### config.mk
export PLATFORM = sky130hd
export DESIGN_NAME = cpu_decode
export DESIGN_NICKNAME = d
export VERILOG_FILES = /design/src/rtl/cpu_pkg.sv /design/src/rtl/cpu_decode_imm.sv /design/src/rtl/cpu_decode.sv
export SDC_FILE = /design/constraint.sdc
export NUM_CORES = 1
export LEC_CHECK = 0
export BUFFER_PORTS_ARGS = -buffer_cell sky130_fd_sc_hd__buf_4
export CAP_MARGIN = 10
export CORE_MARGIN = 10
export CORE_UTILIZATION = 40
export CTS_CLUSTER_DIAMETER = 200
export DETAILED_ROUTE_END_ITERATION = 16
export PLACE_DENSITY = 0.65
export SLEW_MARGIN = 20
export SYNTH_ARGS = -nofsm -noshare
export SYNTH_HDL_FRONTEND = slang
export SYNTH_HIERARCHICAL = 1
export SYNTH_SLANG_ARGS = --single-unit
### constraint.sdc
create_clock -name i_clock -period 7.1 [get_ports i_clock]
set_input_delay 1.42 -clock i_clock [delete_from_list [all_inputs] [get_ports i_clock]]
set_output_delay 1.42 -clock i_clock [all_outputs]
set_load 0.1 [all_outputs]
### src/rtl/cpu_pkg.sv
// cpu_pkg: shared RV32I decode definitions.
//   - 7-bit major opcode constants
//   - op_e : operation class presented to the execute stage on o_op
//   - fmt_e: immediate / operand format of an instruction
//   - sext12(): sign-extend a 12-bit immediate field to 32 bits
package cpu_pkg;

    localparam logic [6:0] OPC_LUI    = 7'b0110111;
    localparam logic [6:0] OPC_AUIPC  = 7'b0010111;
    localparam logic [6:0] OPC_JAL    = 7'b1101111;
    localparam logic [6:0] OPC_JALR   = 7'b1100111;
    localparam logic [6:0] OPC_BRANCH = 7'b1100011;
    localparam logic [6:0] OPC_LOAD   = 7'b0000011;
    localparam logic [6:0] OPC_STORE  = 7'b0100011;
    localparam logic [6:0] OPC_OP_IMM = 7'b0010011;
    localparam logic [6:0] OPC_OP     = 7'b0110011;
    localparam logic [6:0] OPC_SYSTEM = 7'b1110011;
    localparam logic [6:0] OPC_FENCE  = 7'b0001111;

    typedef enum logic [3:0] {
        OP_NOP    = 4'd0,
        OP_LUI    = 4'd1,
        OP_AUIPC  = 4'd2,
        OP_JAL    = 4'd3,
        OP_JALR   = 4'd4,
        OP_BRANCH = 4'd5,
        OP_LOAD   = 4'd6,
        OP_STORE  = 4'd7,
        OP_IMM    = 4'd8,
        OP_ALU    = 4'd9,
        OP_SYSTEM = 4'd10,
        OP_FENCE  = 4'd11
    } op_e;

    typedef enum logic [2:0] {
        FMT_NONE = 3'd0,
        FMT_R    = 3'd1,
        FMT_I    = 3'd2,
        FMT_S    = 3'd3,
        FMT_B    = 3'd4,
        FMT_U    = 3'd5,
        FMT_J    = 3'd6
    } fmt_e;

    function automatic logic [31:0] sext12(input logic [11:0] v);
        return {{20{v[11]}}, v};
    endfunction

endpackage

### src/rtl/cpu_decode_imm.sv
// cpu_decode_imm: combinational RV32I classifier and immediate generator.
// Ports:
//   instruction  in   32  instruction word being decoded
//   op           out  4   operation class (OP_NOP when illegal)
//   imm          out  32  immediate for the instruction's format
//   uses_rs1     out  1   instruction reads rs1
//   uses_rs2     out  1   instruction reads rs2
//   writes_rd    out  1   instruction writes rd
//   illegal      out  1   unrecognised opcode / funct combination
module cpu_decode_imm
    import cpu_pkg::*;
(
    input  logic [31:0] instruction,
    output op_e         op,
    output logic [31:0] imm,
    output logic        uses_rs1,
    output logic        uses_rs2,
    output logic        writes_rd,
    output logic        illegal
);

    logic [6:0] opcode;
    logic [2:0] funct3;
    logic [6:0] funct7;
    fmt_e       fmt;
    logic       legal;

    assign opcode = instruction[6:0];
    assign funct3 = instruction[14:12];
    assign funct7 = instruction[31:25];

    always_comb begin
        fmt       = FMT_NONE;
        op        = OP_NOP;
        writes_rd = 1'b0;
        legal     = 1'b1;
        case (opcode)
            OPC_LUI:    begin fmt = FMT_U; op = OP_LUI;   writes_rd = 1'b1; end
            OPC_AUIPC:  begin fmt = FMT_U; op = OP_AUIPC; writes_rd = 1'b1; end
            OPC_JAL:    begin fmt = FMT_J; op = OP_JAL;   writes_rd = 1'b1; end
            OPC_JALR: begin
                fmt = FMT_I; op = OP_JALR; writes_rd = 1'b1;
                legal = (funct3 == 3'b000);
            end
            OPC_BRANCH: begin
                fmt = FMT_B; op = OP_BRANCH;
                legal = (funct3 != 3'b010) && (funct3 != 3'b011);
            end
            OPC_LOAD: begin
                fmt = FMT_I; op = OP_LOAD; writes_rd = 1'b1;
                legal = (funct3 != 3'b011) && (funct3 != 3'b110) && (funct3 != 3'b111);
            end
            OPC_STORE: begin
                fmt = FMT_S; op = OP_STORE;
                legal = !funct3[2] && (funct3[1:0] != 2'b11);
            end
            OPC_OP_IMM: begin
                fmt = FMT_I; op = OP_IMM; writes_rd = 1'b1;
                // Shift-immediates carry a funct7 in the upper immediate bits.
                if (funct3 == 3'b001)
                    legal = (funct7 == 7'h00);
                else if (funct3 == 3'b101)
                    legal = (funct7 == 7'h00) || (funct7 == 7'h20);
            end
            OPC_OP: begin
                fmt = FMT_R; op = OP_ALU; writes_rd = 1'b1;
                legal = (funct7 == 7'h00) ||
                        ((funct7 == 7'h20) && ((funct3 == 3'b000) || (funct3 == 3'b101)));
            end
            OPC_SYSTEM: begin fmt = FMT_I; op = OP_SYSTEM; writes_rd = 1'b1; end
            OPC_FENCE:  begin fmt = FMT_I; op = OP_FENCE; end
            default:    legal = 1'b0;
        endcase
        if (!legal) begin
            fmt       = FMT_NONE;
            op        = OP_NOP;
            writes_rd = 1'b0;
        end
    end

    assign illegal  = !legal;
    assign uses_rs1 = (fmt == FMT_R) || (fmt == FMT_I) || (fmt == FMT_S) || (fmt == FMT_B);
    assign uses_rs2 = (fmt == FMT_R) || (fmt == FMT_S) || (fmt == FMT_B);

    always_comb begin
        case (fmt)
            FMT_I:   imm = sext12(instruction[31:20]);
            FMT_S:   imm = sext12({instruction[31:25], instruction[11:7]});
            FMT_B:   imm = {{19{instruction[31]}}, instruction[31], instruction[7],
                            instruction[30:25], instruction[11:8], 1'b0};
            FMT_U:   imm = {instruction[31:12], 12'b0};
            FMT_J:   imm = {{11{instruction[31]}}, instruction[31], instruction[19:12],
                            instruction[20], instruction[30:21], 1'b0};
            default: imm = 32'h0;
        endcase
    end

endmodule

### src/rtl/cpu_decode.sv
// cpu_decode: RV32I decode stage between fetch and execute.
// Accepts a tagged instruction from fetch, reads two regfile ports, checks a
// pending-write scoreboard and issues registered decoded operands.
// Ports:
//   i_clock, i_reset             clock / synchronous active-high reset
//   i_stall                      execute cannot accept an issue this cycle
//   o_busy                       back-pressure to fetch (unconsumed input held)
//   i_tag, i_instruction, i_pc   instruction from fetch; new tag = new instruction
//   o_rs1_addr, o_rs2_addr       regfile read addresses (combinational)
//   i_rs1_data, i_rs2_data       regfile read data
//   i_wb_valid, i_wb_rd          writeback completion, clears scoreboard bit
//   o_tag .. o_illegal           registered decoded outputs to execute
//
// state          | meaning
// S_IDLE         | waiting for a new tag, or issuing it
// S_WAIT_HAZARD  | new instruction held, a source register is still pending
module cpu_decode
    import cpu_pkg::*;
#(
    parameter int          TAG_WIDTH = 8,
    parameter logic [31:0] RESET_PC  = 32'h0
) (
    input  logic                 i_clock,
    input  logic                 i_reset,
    input  logic                 i_stall,
    output logic                 o_busy,
    input  logic [TAG_WIDTH-1:0] i_tag,
    input  logic [31:0]          i_instruction,
    input  logic [31:0]          i_pc,
    output logic [4:0]           o_rs1_addr,
    output logic [4:0]           o_rs2_addr,
    input  logic [31:0]          i_rs1_data,
    input  logic [31:0]          i_rs2_data,
    input  logic                 i_wb_valid,
    input  logic [4:0]           i_wb_rd,
    output logic [TAG_WIDTH-1:0] o_tag,
    output logic [31:0]          o_pc,
    output logic [31:0]          o_instruction,
    output logic [3:0]           o_op,
    output logic [4:0]           o_rd,
    output logic [31:0]          o_rs1,
    output logic [31:0]          o_rs2,
    output logic [31:0]          o_imm,
    output logic                 o_illegal
);

    localparam logic [0:0] S_IDLE        = 1'b0;
    localparam logic [0:0] S_WAIT_HAZARD = 1'b1;

    logic [0:0]           state_q, state_d;
    logic [TAG_WIDTH-1:0] last_tag;
    logic [31:0]          pending_q, pending_d;

    op_e         dec_op;
    logic [31:0] dec_imm;
    logic        uses_rs1, uses_rs2, writes_rd, dec_illegal;
    logic [4:0]  rd_field;
    logic        new_input, hazard, issue;

    cpu_decode_imm u_imm (
        .instruction (i_instruction),
        .op          (dec_op),
        .imm         (dec_imm),
        .uses_rs1    (uses_rs1),
        .uses_rs2    (uses_rs2),
        .writes_rd   (writes_rd),
        .illegal     (dec_illegal)
    );

    assign o_rs1_addr = i_instruction[19:15];
    assign o_rs2_addr = i_instruction[24:20];
    assign rd_field   = i_instruction[11:7];

    // Tags are compared for equality only, so FF -> 00 is just another change.
    assign new_input = (i_tag != last_tag);
    // Bit 0 of the scoreboard is never set, so x0 can never cause a hazard.
    assign hazard    = (uses_rs1 && pending_q[o_rs1_addr]) ||
                       (uses_rs2 && pending_q[o_rs2_addr]);
    assign issue     = new_input && !i_stall && !hazard;
    assign o_busy    = new_input && !issue;

    always_comb begin
        state_d = state_q;
        if (issue)
            state_d = S_IDLE;
        else if (new_input && !i_stall)
            state_d = S_WAIT_HAZARD;
    end

    // Clear first, then set, so an issue targeting the register being written
    // back in the same cycle leaves it pending.
    always_comb begin
        pending_d = pending_q;
        if (i_wb_valid && (i_wb_rd != 5'd0))
            pending_d[i_wb_rd] = 1'b0;
        if (issue && writes_rd && (rd_field != 5'd0))
            pending_d[rd_field] = 1'b1;
    end

    always_ff @(posedge i_clock) begin
        if (i_reset) begin
            state_q       <= S_IDLE;
            last_tag      <= '0;
            pending_q     <= '0;
            o_tag         <= '0;
            o_pc          <= RESET_PC;
            o_instruction <= '0;
            o_op          <= '0;
            o_rd          <= '0;
            o_rs1         <= '0;
            o_rs2         <= '0;
            o_imm         <= '0;
            o_illegal     <= 1'b0;
        end else begin
            state_q   <= state_d;
            pending_q <= pending_d;
            if (issue) begin
                last_tag      <= i_tag;
                o_tag         <= i_tag;
                o_pc          <= i_pc;
                o_instruction <= i_instruction;
                o_op          <= dec_op;
                o_rd          <= writes_rd ? rd_field : 5'd0;
                o_rs1         <= (o_rs1_addr == 5'd0) ? 32'h0 : i_rs1_data;
                o_rs2         <= (o_rs2_addr == 5'd0) ? 32'h0 : i_rs2_data;
                o_imm         <= dec_imm;
                o_illegal     <= dec_illegal;
            end
        end
    end

endmodule

# Yosys cells after proc, flatten, opt, wreduce, memory -nomap -nowiden

Cells that the tools add are included.

$lt $le $gt $ge: 6
Eq/ne operators: 26
Reduce and logical (&&, ||, !) cells: 39
Bitwise operators: 3
Muxes and demuxes: 23

Operator list:

| kind                                                                   | number |
|---|---|
| 32-bit case mux with 5 select lines                                    | 1 |
| 32-bit 2-to-1 mux                                                      | 4 |
| 4-bit case mux with 11 select lines                                    | 1 |
| 32-bit bitwise AND                                                     | 1 |
| 32-bit NOT                                                             | 1 |
| 32-bit OR                                                              | 1 |
| 7-bit by 6-bit == test with 1-bit output (second input constant)       | 4 |
| 7-bit == test (second input constant)                                  | 4 |
| 5-bit by 6-bit < comparator with 1-bit output (second input constant)  | 4 |
| 3-bit case mux with 6 select lines                                     | 1 |
| 1-bit logical AND                                                      | 15 |
| 7-bit by 5-bit == test with 1-bit output (second input constant)       | 2 |
| 3-bit == test (second input constant)                                  | 4 |
| 1-bit binary-select mux with 5-bit select                              | 2 |
| 1-bit demux with 5-bit select                                          | 2 |
| 5-bit by 1-bit >= comparator with 1-bit output (second input constant) | 2 |
| 5-bit zero test                                                        | 2 |
| 5-bit nonzero test                                                     | 2 |
| 5-bit OR reduction                                                     | 2 |
| 1-bit logical OR                                                       | 9 |
| 1-bit 2-to-1 mux                                                       | 8 |
| 8-bit inequality test                                                  | 1 |
| 8-bit OR reduction                                                     | 1 |
| 7-bit by 2-bit == test with 1-bit output (second input constant)       | 1 |
| other kinds (14)                                                       | 22 |

Register bits: 210
Word-level logic and storage cells: 107
Input bits: 145
Output and inout port bits: 189

# Logic depth before layout (Yosys ltp)

Depth in word-level cells: 17
Depth in mapped cells: 16
Depth with buffers taken out: 12

# By module

Netlist, hierarchy kept.

Modules (own cells, without submodules):

| module         | times used | seq. area each (sq um) | area an instance (sq um) | cells each |
|---|---|---|---|---|
| cpu_decode     | 1          | 4204.0                 | 9336.5                   | 1143 |
| cpu_decode_imm | 1          | 0.0                    | 937.1                    | 162 |

# Worst setup path after synthesis

Ideal clock, no wire load.

Kind: input to output
Start point: in i_instruction[14]
End point: out o_busy
Arrival time: 4.809 ns
Buffers on the path: 3
Required time: 5.680 ns
Path slack: 0.871 ns
Cell stages on the path: 12
Path through: buf_4 -> and2_1 -> o21ai_0 -> a211o_1 -> a211oi_2 -> or2_1 -> inv_2 -> o21ai_1 -> a311oi_2 -> clkbuf_1 -> buf_2 -> a21oi_1

Cells in the longest elaborated chain, start to end: 16
Elaborated cells between the ends (all ways): 35
Classes of those cells: 10 x eq/ne; 4 x mux; 21 x reduce/logical

RTL lines:

| element                                                                                              | RTL line                                                         | RTL |
|---|---|---|
| start: declaration                                                                                   | cpu_decode.sv:28                                                 | `input logic [31:0] i_instruction,` |
| 3-bit == test or 3-bit zero test (tied branches)                                                     | cpu_decode_imm.sv:62, cpu_decode_imm.sv:68, cpu_decode_imm.sv:43 |  |
| 1-bit logical OR                                                                                     | cpu_decode_imm.sv:68                                             | `((funct7 == 7'h20) && ((funct3 == 3'b000) \|\| (funct3 == 3'b101)));` |
| 1-bit logical AND                                                                                    | cpu_decode_imm.sv:68                                             |  |
| 1-bit logical OR                                                                                     | cpu_decode_imm.sv:67                                             | `legal = (funct7 == 7'h00) \|\|` |
| 1-bit case mux with 7 select lines (*)                                                               | cpu_decode_imm.sv:37                                             | `case (opcode)` |
| 3-bit 2-to-1 mux (*)                                                                                 | cpu_decode_imm.sv:74                                             | `if (!legal) begin` |
| 3-bit by 1-bit == test with 1-bit output or 3-bit by 2-bit == test with 1-bit output (tied branches) | cpu_decode_imm.sv:82                                             | `assign uses_rs1 = (fmt == FMT_R) \|\| (fmt == FMT_I) \|\| (fmt == FMT_S) \|\| (fmt == FMT_B);` |
| 1-bit logical OR (2 in series)                                                                       | cpu_decode_imm.sv:82                                             |  |
| 1-bit logical OR (*)                                                                                 | cpu_decode_imm.sv:82                                             |  |
| named net uses_rs1                                                                                   | cpu_decode.sv:56                                                 | `logic uses_rs1, uses_rs2, writes_rd, dec_illegal;` |
| 1-bit logical AND (*)                                                                                | cpu_decode.sv:77                                                 | `assign hazard = (uses_rs1 && pending_q[o_rs1_addr]) \|\|` |
| 1-bit logical OR (*)                                                                                 | cpu_decode.sv:77                                                 |  |
| 1-bit zero test (*)                                                                                  | cpu_decode.sv:79                                                 | `assign issue = new_input && !i_stall && !hazard;` |
| 1-bit logical AND (*)                                                                                | cpu_decode.sv:79                                                 |  |
| 1-bit zero test (*)                                                                                  | cpu_decode.sv:80                                                 | `assign o_busy = new_input && !issue;` |
| 1-bit logical AND (*)                                                                                | cpu_decode.sv:80                                                 |  |
| end: declaration                                                                                     | cpu_decode.sv:26                                                 | `output logic o_busy,` |

Mark *: on every way through the listed nets, which the timed path passes. The rest lies on a longest branch.

# Worst setup path after layout

Start point: in i_instruction[25]
End point: out o_busy

Cells in the longest elaborated chain, start to end: 16
Elaborated cells between the ends (all ways): 25
Classes of those cells: 5 x eq/ne; 4 x mux; 16 x reduce/logical

RTL lines:

| element                                                                                              | RTL line             | RTL |
|---|---|---|
| 7-bit by 6-bit == test with 1-bit output or 7-bit zero test (tied branches)                          | -                    |  |
| 1-bit logical OR                                                                                     | cpu_decode_imm.sv:63 | `legal = (funct7 == 7'h00) \|\| (funct7 == 7'h20);` |
| 1-bit 2-to-1 mux                                                                                     | cpu_decode_imm.sv:62 | `else if (funct3 == 3'b101)` |
| 1-bit 2-to-1 mux                                                                                     | cpu_decode_imm.sv:60 | `if (funct3 == 3'b001)` |
| 1-bit case mux with 7 select lines (*)                                                               | cpu_decode_imm.sv:37 |  |
| 3-bit 2-to-1 mux (*)                                                                                 | cpu_decode_imm.sv:74 |  |
| 3-bit by 1-bit == test with 1-bit output or 3-bit by 2-bit == test with 1-bit output (tied branches) | cpu_decode_imm.sv:82 |  |
| 1-bit logical OR (2 in series)                                                                       | cpu_decode_imm.sv:82 |  |
| 1-bit logical OR (*)                                                                                 | cpu_decode_imm.sv:82 |  |
| named net uses_rs1                                                                                   | cpu_decode.sv:56     |  |
| 1-bit logical AND (*)                                                                                | cpu_decode.sv:77     |  |
| 1-bit logical OR (*)                                                                                 | cpu_decode.sv:77     |  |
| 1-bit zero test (*)                                                                                  | cpu_decode.sv:79     |  |
| 1-bit logical AND (*)                                                                                | cpu_decode.sv:79     |  |
| 1-bit zero test (*)                                                                                  | cpu_decode.sv:80     |  |
| 1-bit logical AND (*)                                                                                | cpu_decode.sv:80     |  |

Marked as above.

==> flow_summary.yaml <==
outcome:
  status: "finished clean"
synth:
  ys_async_sr_fraction: 0
  synth_edf_count: 0
  synth_seq_cells: 210
  synth_xor_area_frac: 0.00767
  seq_area_frac_synth: 0.409
  synth_compound_area_frac: 0.253
  yosysTopAreaCell: "dfxtp_1"
  synth_fp_nets: 1450
  synth-main-ff-cell: "dfxtp_1"
  syn-cell-area_um2: 10300
  synth_cell_types: 62
  avgSynthCellArea_um2: 7.87
  synth_top_family_by_area: "compound AO/OA/AOI/OAI gates"
  yosysWarningCount: 6
  syn-instance-count: 1305
  synth_mux_area_frac: 0.0410
  synth-adder-area-share: 0
  synthTopCellsByArea: "dfxtp_1 41%, o21ai_0 13%, a21oi_1 6.1%"
  netlist.area_leader.share: 0.409
  yosys.area_share.simple: 0.227
floorplanning:
  rows: 58
  io_pins: 334
  core_um2: 25300
  die_x_um: 180
  die_h_um: 180
  start_util: 0.407
  dieArea_um2: 32500
cells_and_area:
  drive_gt1_frac: 0.277
  nNetsFinal: 1687
  design_area_um2: 13600
  antennaDiodeCount: 0
  syn_to_final_growth_pct: 32.0
  fin_util: 0.537
  final_cell_count_no_fill: 1888
placed_design:
  gp_congestion: 0.902
  placedCellCount: 1845
  port_buffers: 333
  placed_area_um2: 12700
  dpl.hpwl_um: 27200
  pre_cts_slack_ns: 1.35
setup_path:
  worstSetupEndpointType: "output port"
  cp.buffers_inverters: 3
  reg2reg_slack_ns: 3.69
  reg2reg_from: "pending_q[13]"
  crit_slowest_cell: "nor4_1"
  critPathMaxStageDelay_ns: 0.66
  startpoint_type: "input port"
  critPathMaxFanout: 16
  worstPathArrival_ns: 4.48
  critPathKind: "input port to output port"
  startpoint: "i_instruction[25]"
  crit_required_ns: 5.68
  worst_path_most_repeated_cell: "buf_4"
  path_delay_family: "simple AND/OR/NAND/NOR gates"
  crit_chain: "buf_4 > nor4_1 > nand3_1 > a311oi_1 > nand3b_1 > or2_1 > inv_2 > o21ai_1 > a311oi_4 > a21oi_1 > buf_4"
power_and_ir_drop:
  power_density_nw_per_um2: 241
  swShare: 0.335
  peakVddDrop_uv: 194
  p_clk_frac: 0.393
  power_leakage_nw: 5.49
  power.switching_mw: 1.10
  p_int_mw: 2.18
  p_total_mw: 3.28
  sequentialPowerShare: 0.381
  p_comb_frac: 0.225
global_routing:
  grt_pass1_vias: 10300
  grt_antenna_before_repair: 0
  grt_max_degree: 116
  grt_pass1_wl_um: 61800
  grt_usage: 0.230
  grt_overflow: 0
clock_network:
  cts_sinks: 210
  cts_hold_buf: 0
  cts_made_buffers: 25
  cts_tree: "yes"
  cts_setup_buffers: 0
  htreeDepth: 1
  clk_latency_ns: 0.54
  cts_repair_resize_count: 0
  cts.clk_slew.worst_paths_ns: 0.06
  cts_buffer_depth: 3
  cts_root_buf: "clkbuf_16"
sta:
  setup_viol: 0
  rsz0062_at_grt: "no"
  fmax_ghz: 0.169
  slew_headroom: 0.295
  tightest_slew_ns: 1.06
  hold_slack_ns: 0.475
  timing.final.crit_share: 0.831
  fin_tns_setup_ns: 0
  setup_ws_ns: 1.20
  hold_viol_final: 0
  finClkSkew_ns: 0.0246
  min_period_ns: 5.90
  finalMaxSlewViolations: 0
detailed_routing:
  vias: 10700
  drc: 0
  viasPerCell: 5.68
  wl_um: 40200
  post_drt_wl_per_cell_um: 21.3
  firstDrtPassIters: 5
  ant_nets: 0
  drt_iter0_markers: 877
run:
  maxCapViolations: 0
min_path:
  holdCritPathClass: "flip-flop to flip-flop"
  min_from: "o_pc[21]"
[area by class of cell]
| type | instances | area, um2 |
|---|---|---|
| multi-input cells | 950 | 5460 |
| repair buffers | 347 | 2650 |
| clock inverters | 5 | 90.1 |
| fillers | 2459 | 11700 |
| clock buffers | 38 | 724 |
| flip-flops and latches | 210 | 4200 |
| inverters | 8 | 30.0 |
| well taps | 330 | 413 |
[cells in the final DEF (no fill, tap or decap), types with 6 or more instances in the layout]
cell       netlist  routed
xnor2_1          8       8
a21oi_1        125     123
nor3b_1          6       6
nor2b_1         87      87
clkbuf_1       106       8
nand3_1        116     116
nor2_1          30      30
clkbuf_16        0      25
nor3_1           6       6
nand3b_1        25      25
o41ai_2          9       9
mux2_2          11      11
dfxtp_1        210     210
o21ai_0        276     276
nand2_1        138     138
buf_4           14     343
and3_1          10      10
o41ai_1          7       7
inv_1            6       6
mux4_2          11      11
nand2b_1         7       7
o31ai_1          8       8
[power groups by stage]
stage / combinational [mW] / sequential (mW) / clock (mW)
2_1_floorplan: 0.191 / 1.61 / 0
3_3_place_gp: 0.737 / 1.27 / 0
3_5_place_dp: 0.738 / 1.27 / 0
4_1_cts: 0.740 / 1.25 / 1.32
5_1_grt: 0.774 / 1.25 / 1.36
6_report: 0.738 / 1.25 / 1.29
[tightest hold or removal path, cell delays in order (launching register included)]
cell and delay (ns):
dfxtp_1 0.30, o21ai_0 0.06, a21oi_1 0.06
[layer usage]
| layer | part of all wire | vias up | global-route usage | wire length (um) |
|---|---|---|---|---|
| met5 | 0 | - | 0 | 0 |
| met4 | 0.024 | 0 | 0.0659 | 947 |
| met3 | 0.096 | 68 | 0.0723 | 3860 |
| met2 | 0.46 | 476 | 0.372 | 18700 |
| met1 | 0.42 | 5091 | 0.289 | 16700 |
| li1 | - | 5089 | - | - |
[synth_stat cells, types with 4 or more instances]
cell type / number
o21ai_0: 276
dfxtp_1: 210
nand2_1: 138
a21oi_1: 125
nand3_1: 116
clkbuf_1: 106
nor2b_1: 87
nor2_1: 30
nand3b_1: 25
buf_4: 14
buf_2: 13
mux2_2: 11
mux4_2: 11
and3_1: 10
o41ai_2: 9
o31ai_1: 8
xnor2_1: 8
nand2b_1: 7
o41ai_1: 7
inv_1: 6
nor3_1: 6
nor3b_1: 6
a32o_1: 5
mux2i_1: 5
nand4_1: 5
o21ai_1: 5
a22oi_1: 4
o211ai_1: 4
[flip-flops by register name, indices dropped and copies added, names as in the netlist]
signal         cells
o_instruction     32
o_illegal          1
o_op               4
pending_q         32
o_imm             32
o_tag              8
o_rd               5
o_rs2             32
o_rs1             32
o_pc              32
[worst paths after layout]
kind                            cells after the start                to
worst min-delay path                                2          o_pc[21]
worst min register to register                      2          o_pc[21]
worst max-delay path                               11            o_busy
worst max register to register                      8  o_instruction[0]
[cell families after synthesis]
family | count (synthesis)
mux | 27
compound gates | 463
simple gates | 451
xor+xnor | 9
flops | 210
buf+inv | 145
Note: power is estimated with default switching activity, not from simulation.
